File: src/rtl/pratica_pkg.sv
// ----------------------------------------------------------------------------
// pratica_pkg
//   Shared types and constants for the pratica 3-input LUT block.
//   - sel_t              : 3-bit LUT index, packed as {a,b,c} (a is the MSB).
//   - PRATICA_TT_DEFAULT : default truth table, y = (~b & ~c) | (a & ~b).
//                          Minterms 000, 100 and 101 give 8'h31.
//   - sel_onehot()       : one-hot decode of an index, used by coverage logic.
// ----------------------------------------------------------------------------
package pratica_pkg;

    typedef logic [2:0] sel_t;

    localparam logic [7:0] PRATICA_TT_DEFAULT = 8'h31;

    // An X/Z index yields an X vector, so unknown inputs are not silently
    // recorded as coverage.
    function automatic logic [7:0] sel_onehot(input sel_t sel);
        return 8'h01 << sel;
    endfunction

endpackage

File: src/rtl/pratica_lut3.sv
// ----------------------------------------------------------------------------
// pratica_lut3
//   Purely combinational 3-input lookup table: y = TT[sel].
//   Ports:
//     sel  in   3  LUT index {a,b,c}
//     y    out  1  table output
//   An unknown index reads back X, so X/Z on any input propagates to y.
// ----------------------------------------------------------------------------
module pratica_lut3
    import pratica_pkg::*;
#(
    parameter logic [7:0] TT = PRATICA_TT_DEFAULT
) (
    input  sel_t sel,
    output logic y
);

    assign y = TT[sel];

endmodule

File: src/rtl/pratica.sv
// ----------------------------------------------------------------------------
// pratica
//   3-input Boolean function block built on an 8-entry truth table, plus a
//   registered copy of the output and sticky input-coverage status.
//   Ports (in declaration order, so a positional a/b/c/y instance binds):
//     a         in   1  function input, MSB of the index
//     b         in   1  function input
//     c         in   1  function input, LSB of the index
//     y         out  1  combinational output, TT[{a,b,c}]
//     clk       in   1  rising-edge clock
//     reset     in   1  asynchronous, active-high reset
//     y_q       out  1  y captured on each rising clk
//     cov_seen  out  8  sticky bit per index {a,b,c} seen at a clk edge
//     cov_full  out  1  set once every index has been seen; sticky
//   Parameters:
//     TT      truth table, bit index = {a,b,c}
//     REG_EN  1 builds y_q and coverage; 0 ties them to zero
// ----------------------------------------------------------------------------
module pratica
    import pratica_pkg::*;
#(
    parameter logic [7:0] TT     = PRATICA_TT_DEFAULT,
    parameter bit         REG_EN = 1'b1
) (
    input  logic       a,
    input  logic       b,
    input  logic       c,
    output logic       y,
    input  logic       clk,
    input  logic       reset,
    output logic       y_q,
    output logic [7:0] cov_seen,
    output logic       cov_full
);

    sel_t sel;

    assign sel = {a, b, c};

    // Single LUT instance: drives y directly and feeds the y_q register.
    pratica_lut3 #(
        .TT (TT)
    ) u_lut (
        .sel (sel),
        .y   (y)
    );

    if (REG_EN) begin : g_reg

        logic [7:0] cov_next;

        // cov_full is derived from the same next-state vector as cov_seen, so
        // it rises on the very edge that records the last missing index.
        assign cov_next = cov_seen | sel_onehot(sel);

        // NOTE: sequential state uses non-blocking assignments so every
        // register samples pre-edge values, independent of statement order.
        always_ff @(posedge clk or posedge reset) begin
            if (reset) begin
                y_q      <= 1'b0;
                cov_seen <= 8'h00;
                cov_full <= 1'b0;
            end else begin
                y_q      <= y;
                cov_seen <= cov_next;
                cov_full <= &cov_next;
            end
        end

    end else begin : g_noreg

        assign y_q      = 1'b0;
        assign cov_seen = 8'h00;
        assign cov_full = 1'b0;

    end

endmodule

File: config.mk
export PLATFORM = sky130hd
export DESIGN_NAME = pratica
export DESIGN_NICKNAME = d
export VERILOG_FILES = /design/src/rtl/pratica_pkg.sv /design/src/rtl/pratica_lut3.sv /design/src/rtl/pratica.sv
export SDC_FILE = /design/constraint.sdc
export NUM_CORES = 1
export LEC_CHECK = 0
export BUFFER_PORTS_ARGS = -buffer_cell sky130_fd_sc_hd__clkbuf_2
export CORE_AREA = 4 4 41 43
export DETAILED_ROUTE_END_ITERATION = 6
export DIE_AREA = 0 0 45 47
export PLACE_DENSITY_LB_ADDON = 0.15
export SLEW_MARGIN = 20
export SYNTH_ARGS = -nofsm -noshare
export SYNTH_HDL_FRONTEND = slang
export SYNTH_SLANG_ARGS = --single-unit
File: constraint.sdc
create_clock -name clk -period 0.9 [get_ports clk]
set_input_delay 0 -clock clk [delete_from_list [all_inputs] [get_ports clk]]
set_output_delay 0 -clock clk [all_outputs]
set_load 0.05 [all_outputs]
==> results.json, run 1 <==
{
  "root_buffer": "clkbuf_4",
  "final_util": 0.5962,
  "drt_first_pass_iters": 4,
  "slew-limit-headroom": 0.7488,
  "worstSetupEndpointType": "register",
  "r2r_setup_slack_ns": -0.13,
  "rsz0062_at_grt": "yes",
  "clk_path_buf_depth": 2,
  "cts_tree": "done",
  "setup_violations": 6,
  "gr-total-overflow": 0,
  "grt_pass1_vias": 393,
  "grt_pass1_wl_um": 1787,
  "avgRoutedWirePerCell_um": 14.39,
  "die_y_um": 47,
  "clock_skew_ns": 0.007146,
  "ys_ff_latch": 10,
  "syn_area_um2": 456.7,
  "diodes": 0,
  "route.vias.total": 372,
  "num_rows": 13,
  "maxCapViolations": 0,
  "htreeDepth": 1,
  "place_hpwl_um": 816.7,
  "portBuffers": 15,
  "hold_violations": 0,
  "syn_to_final_growth_pct": 69.86,
  "fmax_ghz": 0.9714,
  "worstHoldPathType": "primary input to register",
  "clkLatencyLatePin_ns": 0.26,
  "syn-num-nets": 40,
  "die_w_um": 45,
  "grt_max_degree": 11,
  "nets": 67,
  "tightest_slew_ns": 0.3764,
  "worstPathMaxFanout": 2,
  "cellPowerDensity_mw_per_mm2": 1136,
  "drtIter0Drc": 8,
  "die_area_mm2": 0.002115,
  "drv_slew": 0,
  "track_usage": 0.1241,
  "antenna_found_initial": 0,
  "ys_types": 18,
  "syn_area_per_cell_um2": 13.05,
  "cp-start-kind": "register",
  "status": "complete, but fails checks",
  "ant_nets": 0,
  "viasPerCell": 4.895,
  "p_leak_nw": 0.3410,
  "coreArea_mm2": 0.001301,
  "vdd_drop_max_uv": 615.2,
  "synthCells": 35,
  "cts.sinks": 10,
  "yosysWarnings": 0,
  "cts_buffers": 3,
  "initial_core_util": 0.3510,
  "critical_path_class": "register to register",
  "fillers": 105,
  "drt-total-wl_um": 1094,
  "clk_pin_slew_ns": 0.06,
  "finalCritPeriodShare": 1.144,
  "drive_gt1_frac": 0.8033,
  "drc_errors": 0,
  "cp.required_ns": 1.04,
  "routabilityCongestion": 0.7679,
  "cp.arrival_ns": 1.17,
  "min_period_ns": 1.029,
  "layout_setup_ws_ns": -0.1294,
  "violations": "negative setup slack",
  "io_pins": 16,
  "fin_total_pwr_mw": 0.8809,
  "setup_tns_ns": -0.4259,
  "yosysSeqAreaShare": 0.5479
}
[timing repair]
action | 4_1_cts | 5_1_grt
resized for setup | 21 | 6
endpoints found under the setup margin | 9 | 10
hold buffers | 1 | 0
setup buffers | 1 | 2
hold endpoints to repair | 10 | 0
[routing by layer]
layer	vias up	routed length [µm]	GRT usage
li1	178	-	-
met1	177	459	0.1466
met2	17	557	0.2034
met3	0	78	0.03448
met4	0	0	0.07018
met5	-	0	0
[sequential cells by signal, indices dropped and copies added, names as in the netlist]
register  flops
cov_seen      8
cov_full      1
y_q           1
[where the power goes]
group | internal (mW) | total, mW | leakage, nW | switching (mW)
clock | 0.171 | 0.320 | 0.0150 | 0.149
sequential | 0.454 | 0.456 | 0.0886 | 0.00171
combinational | 0.0324 | 0.105 | 0.237 | 0.0730
total | 0.657 | 0.881 | 0.341 | 0.223
[metrics by stage]
step                      area, µm²  hold WS [ns]  setup slack, ns  instances
after floorplan               485.5       -0.1604          -0.2213         35
after global placement        598.1      -0.03869         -0.09958         68
after detailed placement      598.1      -0.02385          -0.1241         68
after CTS                     753.2       0.02300          -0.1361         74
after global routing          775.7       0.03452          -0.1750         76
final                         775.7       0.02852          -0.1294         76
[worst max-delay path, cell delays in order, from the launching register on]
cell and delay, ns:
dfrtp_2 0.41, mux2_4 0.28, a22oi_2 0.16, nor4_2 0.07
[Yosys cell counts]
cell type / instances / area (µm²)
buf_6: 1 / 11.26
a21o_2: 2 / 17.52
a21oi_1: 2 / 10.01
or2_2: 2 / 12.51
o22ai_1: 1 / 6.260
a21o_1: 2 / 15.01
dfrtp_1: 10 / 250.2
and4b_2: 1 / 11.26
nor3_2: 1 / 10.01
a22oi_1: 1 / 7.510
and2b_2: 1 / 8.760
a22oi_2: 1 / 12.51
nor3b_2: 1 / 12.51
mux2_2: 2 / 22.52
and2b_1: 1 / 7.510
inv_1: 3 / 11.26
nor4_2: 1 / 12.51
a31o_2: 2 / 17.52
[final timing paths]
kind	from	depth (start not counted)	end
min in group asynchronous	reset	3	cov_seen[2]$_DFF_PP0_
min reg2reg	cov_seen[6]$_DFF_PP0_	1	cov_seen[6]$_DFF_PP0_
max reg2reg	cov_seen[5]$_DFF_PP0_	3	cov_full$_DFF_PP0_
max in group asynchronous	reset	3	cov_seen[5]$_DFF_PP0_
min	b	2	y_q$_DFF_PP0_
max	cov_seen[5]$_DFF_PP0_	3	cov_full$_DFF_PP0_
[cells in the final DEF, fill, tap and decap left out, drive strengths merged]
master,netlist,routed
a22oi,2,2
a21o,4,4
nor3b,1,1
a31o,2,2
dlygate4sd3,0,1
inv,3,3
nor3,1,1
or2,2,2
and4b,1,1
buf,1,11
a21oi,2,2
dfrtp,10,10
nor4,1,1
mux2,2,2
o22ai,1,1
clkbuf,0,15
and2b,2,2
[layout make-up]
class,count,area (µm²),area share
Clock buffer,4,26.28,0.03387
Inverter,3,11.26,0.01452
Multi-Input combinational cell,21,202.7,0.2613
Sequential cell,10,260.3,0.3355
Tap cell,15,18.77,0.02419
Timing Repair Buffer,23,256.5,0.3306
[kinds of logic (layout without fill, tap and decap cells)]
group                  count (synthesis)  after routing  share of synthesized area
and+or+nand+nor                        8              8                     0.1644
AOI/OAI and AO/OA                     11             11                     0.1891
muxes                                  2              2                    0.04931
DFF                                   10             10                     0.5479
buffers and inverters                  4             30                    0.04931
Note: power is estimated with default switching activity, not from simulation.
==> run 2, diff against run 1 <==
==> constraint.sdc (replaced) <==
create_clock -name clk -period 0.9 [get_ports clk]
set_input_delay 0.18 -clock clk [delete_from_list [all_inputs] [get_ports clk]]
set_output_delay 0.18 -clock clk [all_outputs]
set_load 0.05 [all_outputs]
==> results.json, run 2 (synthesis results as in run 1) <==
{
  "status": "complete, but fails checks",
  "violations": "negative setup slack",
  "vdd_drop_max_uv": 695.9,
  "grt_pass1_wl_um": 2090,
  "grt_max_degree": 11,
  "place_hpwl_um": 750.4,
  "die_y_um": 47,
  "layout_common_cells": "buf_6, dfrtp_2, buf_4, clkbuf_16",
  "viasPerCell": 4.817,
  "slew-limit-headroom": 0.7362,
  "cp_cell_sequence": "buf_6 -> clkbuf_16",
  "p_leak_nw": 0.4175,
  "critical_path_class": "register to output pin",
  "track_usage": 0.1424,
  "min_period_ns": 1.133,
  "grt_pass1_vias": 457,
  "path_delay_family": "flip-flops",
  "route.vias.total": 395,
  "met3_length_um": 78,
  "routabilityCongestion": 0.7745,
  "dr_wl_met2_um": 582,
  "clock_skew_ns": 0.0006107,
  "worstHoldPathType": "primary input to register",
  "diodes": 0,
  "layout_setup_ws_ns": -0.2331,
  "die_w_um": 45,
  "clk_path_buf_depth": 2,
  "setup_tns_ns": -1.835,
  "rsz0062_at_grt": "yes",
  "drtIter0Drc": 4,
  "hold_violations": 0,
  "crit_slowest_cell": "dfrtp_2",
  "initial_core_util": 0.3510,
  "worstPathMaxFanout": 2,
  "tightest_slew_ns": 0.3953,
  "drt-total-wl_um": 1170,
  "gr-total-overflow": 0,
  "syn_to_final_growth_pct": 103.0,
  "root_buffer": "clkbuf_4",
  "finalCritPeriodShare": 1.259,
  "largestRegisters": "cov_seen: 8 flops, cov_full: 1 flops, y_q: 1 flops",
  "cts_buffers": 3,
  "coreArea_mm2": 0.001301,
  "setup_violations": 13,
  "clkLatencyLatePin_ns": 0.26,
  "drv_slew": 0,
  "io_pins": 16,
  "portBuffers": 15,
  "cellPowerDensity_mw_per_mm2": 964.3,
  "cp-start-kind": "register",
  "maxCapViolations": 0,
  "top_register": "cov_seen",
  "met1_length_um": 509,
  "highest_layer": "met3",
  "drt_first_pass_iters": 3,
  "die_area_mm2": 0.002115,
  "cp.arrival_ns": 0.95,
  "slowest_delay_ns": 0.41,
  "drive_gt1_frac": 0.8358,
  "nets": 74,
  "antenna_found_initial": 0,
  "worstSetupEndpointType": "output pin",
  "drc_errors": 0,
  "fin_total_pwr_mw": 0.8940,
  "clk_pin_slew_ns": 0.06,
  "cts.sinks": 10,
  "htreeDepth": 1,
  "num_rows": 13,
  "cp.required_ns": 0.72,
  "largest_reg_flops": 8,
  "post-place-ws_ns": -0.1857,
  "ant_nets": 0,
  "final_common_cell": "buf_6",
  "cts_tree": "done",
  "avgRoutedWirePerCell_um": 14.27,
  "crit_buf_inv": 2,
  "fmax_ghz": 0.8825
}
[run 2: cell types whose count changed in the layout (fill, tap and decap cells not counted), moves of 2 or more]
| cell | previous run | this run |
|---|---|---|
| clkbuf_2 | 6 | 2 |
| buf_8 | 0 | 4 |
| buf_4 | 4 | 6 |
| clkbuf_16 | 4 | 6 |
| buf_6 | 6 | 9 |
[run 2: where the power goes]
group          switching [mW]  leakage, nW  internal [mW]
clock network           0.142       0.0138          0.154
logic                  0.0781        0.315         0.0628
registers             0.00327       0.0886          0.454
total                   0.223        0.418          0.671
[run 2: what timing repair did]
action                                 CTS  global route
hold buffers                             1             0
endpoints found under the hold margin   10             0
setup buffers                            8             0
resized for setup                       36             7
setup endpoints to repair               12            17
gates cloned                             0             0
pin swaps                                1             1
[run 2: worst paths after layout]
path,to,slack (ns),depth (start not counted),from
worst max-delay path,cov_seen[5],-0.23,2,cov_seen[5]$_DFF_PP0_
worst min-delay path,cov_seen[6]$_DFF_PP0_,0.25,2,a
worst max register to register,cov_full$_DFF_PP0_,-0.22,4,cov_seen[3]$_DFF_PP0_
worst min register to register,cov_seen[1]$_DFF_PP0_,0.53,1,cov_seen[1]$_DFF_PP0_
max in group asynchronous,cov_seen[4]$_DFF_PP0_,0.17,3,reset
min in group asynchronous,cov_seen[3]$_DFF_PP0_,0.43,3,reset
[run 2: cell type report]
| type | count | area, µm² |
|---|---|---|
| Timing Repair Buffer | 30 | 404.1 |
| Fill cell | 90 | 374.1 |
| Sequential cell | 10 | 260.3 |
| Multi-Input combinational cell | 21 | 210.2 |
| Clock buffer | 3 | 22.52 |
| Tap cell | 15 | 18.77 |
| Inverter | 3 | 11.26 |
[run 2: routing by layer]
metal,track usage,up-vias
met5,0,-
met4,0.08772,0
met3,0.03065,0
met2,0.2345,13
met1,0.1698,190
li1,-,192
[run 2: stage by stage]
| step | hold slack, ns | utilization | area [µm²] | instances |
|---|---|---|---|---|
| 2_1_floorplan | 0.01964 | - | 485.5 | 35 |
| 6_report | 0.2456 | 0.7125 | 927.1 | 82 |
| 3_3_place_gp | 0.1438 | 0.4827 | 628.1 | 70 |
| 3_5_place_dp | 0.1641 | 0.4827 | 628.1 | 70 |
| 5_1_grt | 0.2522 | 0.7125 | 927.1 | 82 |
| 4_1_cts | 0.2643 | 0.7029 | 914.6 | 82 |
==> run 3, diff against run 2 <==
Clock period 0.9 ns to 1.3 ns, I/O delays scaled along.
==> results.json, run 3 (synthesis results as in run 1) <==
{
  "status": "complete, no violations",
  "clk_path_buf_depth": 2,
  "cts_tree": "done",
  "clkLatencyLatePin_ns": 0.25,
  "cp_cell_sequence": "clkbuf_2",
  "avgRoutedWirePerCell_um": 12.96,
  "diodes": 0,
  "met1_length_um": 393,
  "routabilityCongestion": 0.6969,
  "cp.depth": 1,
  "clock_skew_ns": 0.007040,
  "drc_errors": 0,
  "combPwrFrac": 0.118,
  "place_hpwl_um": 702,
  "coreArea_mm2": 0.001301,
  "power_frac_clock": 0.336,
  "seq_area_um2": 250.2,
  "min_period_ns": 1.216,
  "slowest_delay_ns": 0.40,
  "worstPathMaxFanout": 4,
  "slew-limit-headroom": 0.7507,
  "multi_input_area_um2": 187.7,
  "die_w_um": 45,
  "vdd_drop_max_uv": 509.3,
  "antenna_found_initial": 0,
  "finalCritPeriodShare": 0.9355,
  "whs_ns": 0.2836,
  "layout_setup_ws_ns": 0.08388,
  "final_common_cell": "clkbuf_2",
  "fmax_ghz": 0.8223,
  "cp-startpoint": "cov_seen[3]$_DFF_PP0_",
  "dr_wl_met2_um": 418,
  "drive_gt1_frac": 0.6226,
  "clk_pin_slew_ns": 0.06,
  "cts_buffers": 3,
  "met3_length_um": 70,
  "swShare": 0.2390,
  "largestRegisters": "cov_seen: 8 flops, cov_full: 1 flops, y_q: 1 flops",
  "initial_core_util": 0.3510,
  "die_area_mm2": 0.002115,
  "maxCapViolations": 0,
  "route.vias.total": 336,
  "highest_layer": "met3",
  "num_rows": 13,
  "rsz0062_at_grt": "no",
  "drt-total-wl_um": 881,
  "hold_violations": 0,
  "critical_path_class": "register to output pin",
  "io_pins": 16,
  "post-place-ws_ns": 0.07884,
  "grt_pass1_wl_um": 1380,
  "netSwitchingPower_mw": 0.1382,
  "layout_common_cells": "clkbuf_2, dfrtp_1, inv_1, clkbuf_4",
  "top_register": "cov_seen",
  "ant_nets": 0,
  "cp-start-kind": "register",
  "worstSetupEndpointType": "output pin",
  "cellPowerDensity_mw_per_mm2": 1005,
  "track_usage": 0.09520,
  "drv_slew": 0,
  "setup_violations": 0,
  "setup_tns_ns": 0,
  "cp.arrival_ns": 0.96,
  "cts.sinks": 10,
  "crit_slowest_cell": "dfrtp_1",
  "seq_power_share": 0.546,
  "cp.required_ns": 1.04,
  "grt_pass1_vias": 297,
  "cts_resized": 0,
  "largest_reg_flops": 8,
  "syn_to_final_growth_pct": 26.03,
  "grt_max_degree": 11,
  "drt_first_pass_iters": 2,
  "p_leak_nw": 0.2437,
  "r2r_start": "cov_seen[5]$_DFF_PP0_",
  "gr-total-overflow": 0,
  "nets": 60,
  "portBuffers": 15,
  "p_int_mw": 0.4401,
  "r2r_cells": 3,
  "htreeDepth": 1,
  "r2r_end": "cov_full$_DFF_PP0_",
  "drtIter0Drc": 3,
  "crit_buf_inv": 1,
  "root_buffer": "clkbuf_4",
  "fillers": 134,
  "path_delay_family": "flip-flops",
  "worstHoldPathType": "primary input to register",
  "cp-endpoint": "cov_seen[3]",
  "r2r_setup_slack_ns": 0.26,
  "tightest_slew_ns": 0.3735,
  "viasPerCell": 4.941,
  "die_y_um": 47
}
## run 3: changes by cell type in the layout (fill, tap and decap cells not counted), sizes merged
cell,delta
clkbuf,+6
buf,-20
## run 3: worst min path at each step
stage / startpoint / endpoint / slack, ns / cells after the start
global route: b / y_q$_DFF_PP0_ / 0.30 / 2
finish: b / y_q$_DFF_PP0_ / 0.28 / 2
CTS: b / y_q$_DFF_PP0_ / 0.27 / 2
global placement: reset / cov_seen[5]$_DFF_PP0_ / 0.22 / 2
detailed placement: reset / cov_seen[4]$_DFF_PP0_ / 0.23 / 2
floorplan: reset / cov_full$_DFF_PP0_ / 0.10 / 1
## run 3: per-stage QoR
step | total power [mW] | std cells | util | instance area [µm²]
CTS | 0.5921 | 68 | 0.4423 | 575.6
global route | 0.6101 | 68 | 0.4423 | 575.6
detailed placement | 0.3876 | 64 | 0.4173 | 543.0
floorplan | 0.3680 | 35 | - | 460.4
finish | 0.5782 | 68 | 0.4423 | 575.6
global placement | 0.3859 | 64 | 0.4173 | 543.0
## run 3: metal layers
metal / GRT usage / vias to the layer above
li1: - / 166
met1: 0.1203 / 158
met2: 0.1412 / 12
met3: 0.02299 / 0
met4: 0.07018 / 0
met5: 0 / -
## run 3: area by class of cell
class / instances / share of cell area
multi-input cells: 21 / 0.3261
repair buffers: 16 / 0.1478
inverters: 3 / 0.01957
well taps: 15 / 0.03261
flip-flops and latches: 10 / 0.4348
clock buffers: 3 / 0.03913
## run 3: repair_timing
item	4_1_cts	5_1_grt
hold buffers	1	0
buffers inserted	0	0
hold endpoints to repair	10	0
## run 3: power groups by stage
stage | Sequential, mW | Clock (mW) | Combinational [mW]
after floorplan | 0.333 | 0 | 0.0346
after global placement | 0.321 | 0 | 0.0646
after detailed placement | 0.321 | 0 | 0.0662
after CTS | 0.316 | 0.207 | 0.0690
after global routing | 0.316 | 0.221 | 0.0740
final | 0.316 | 0.195 | 0.0680
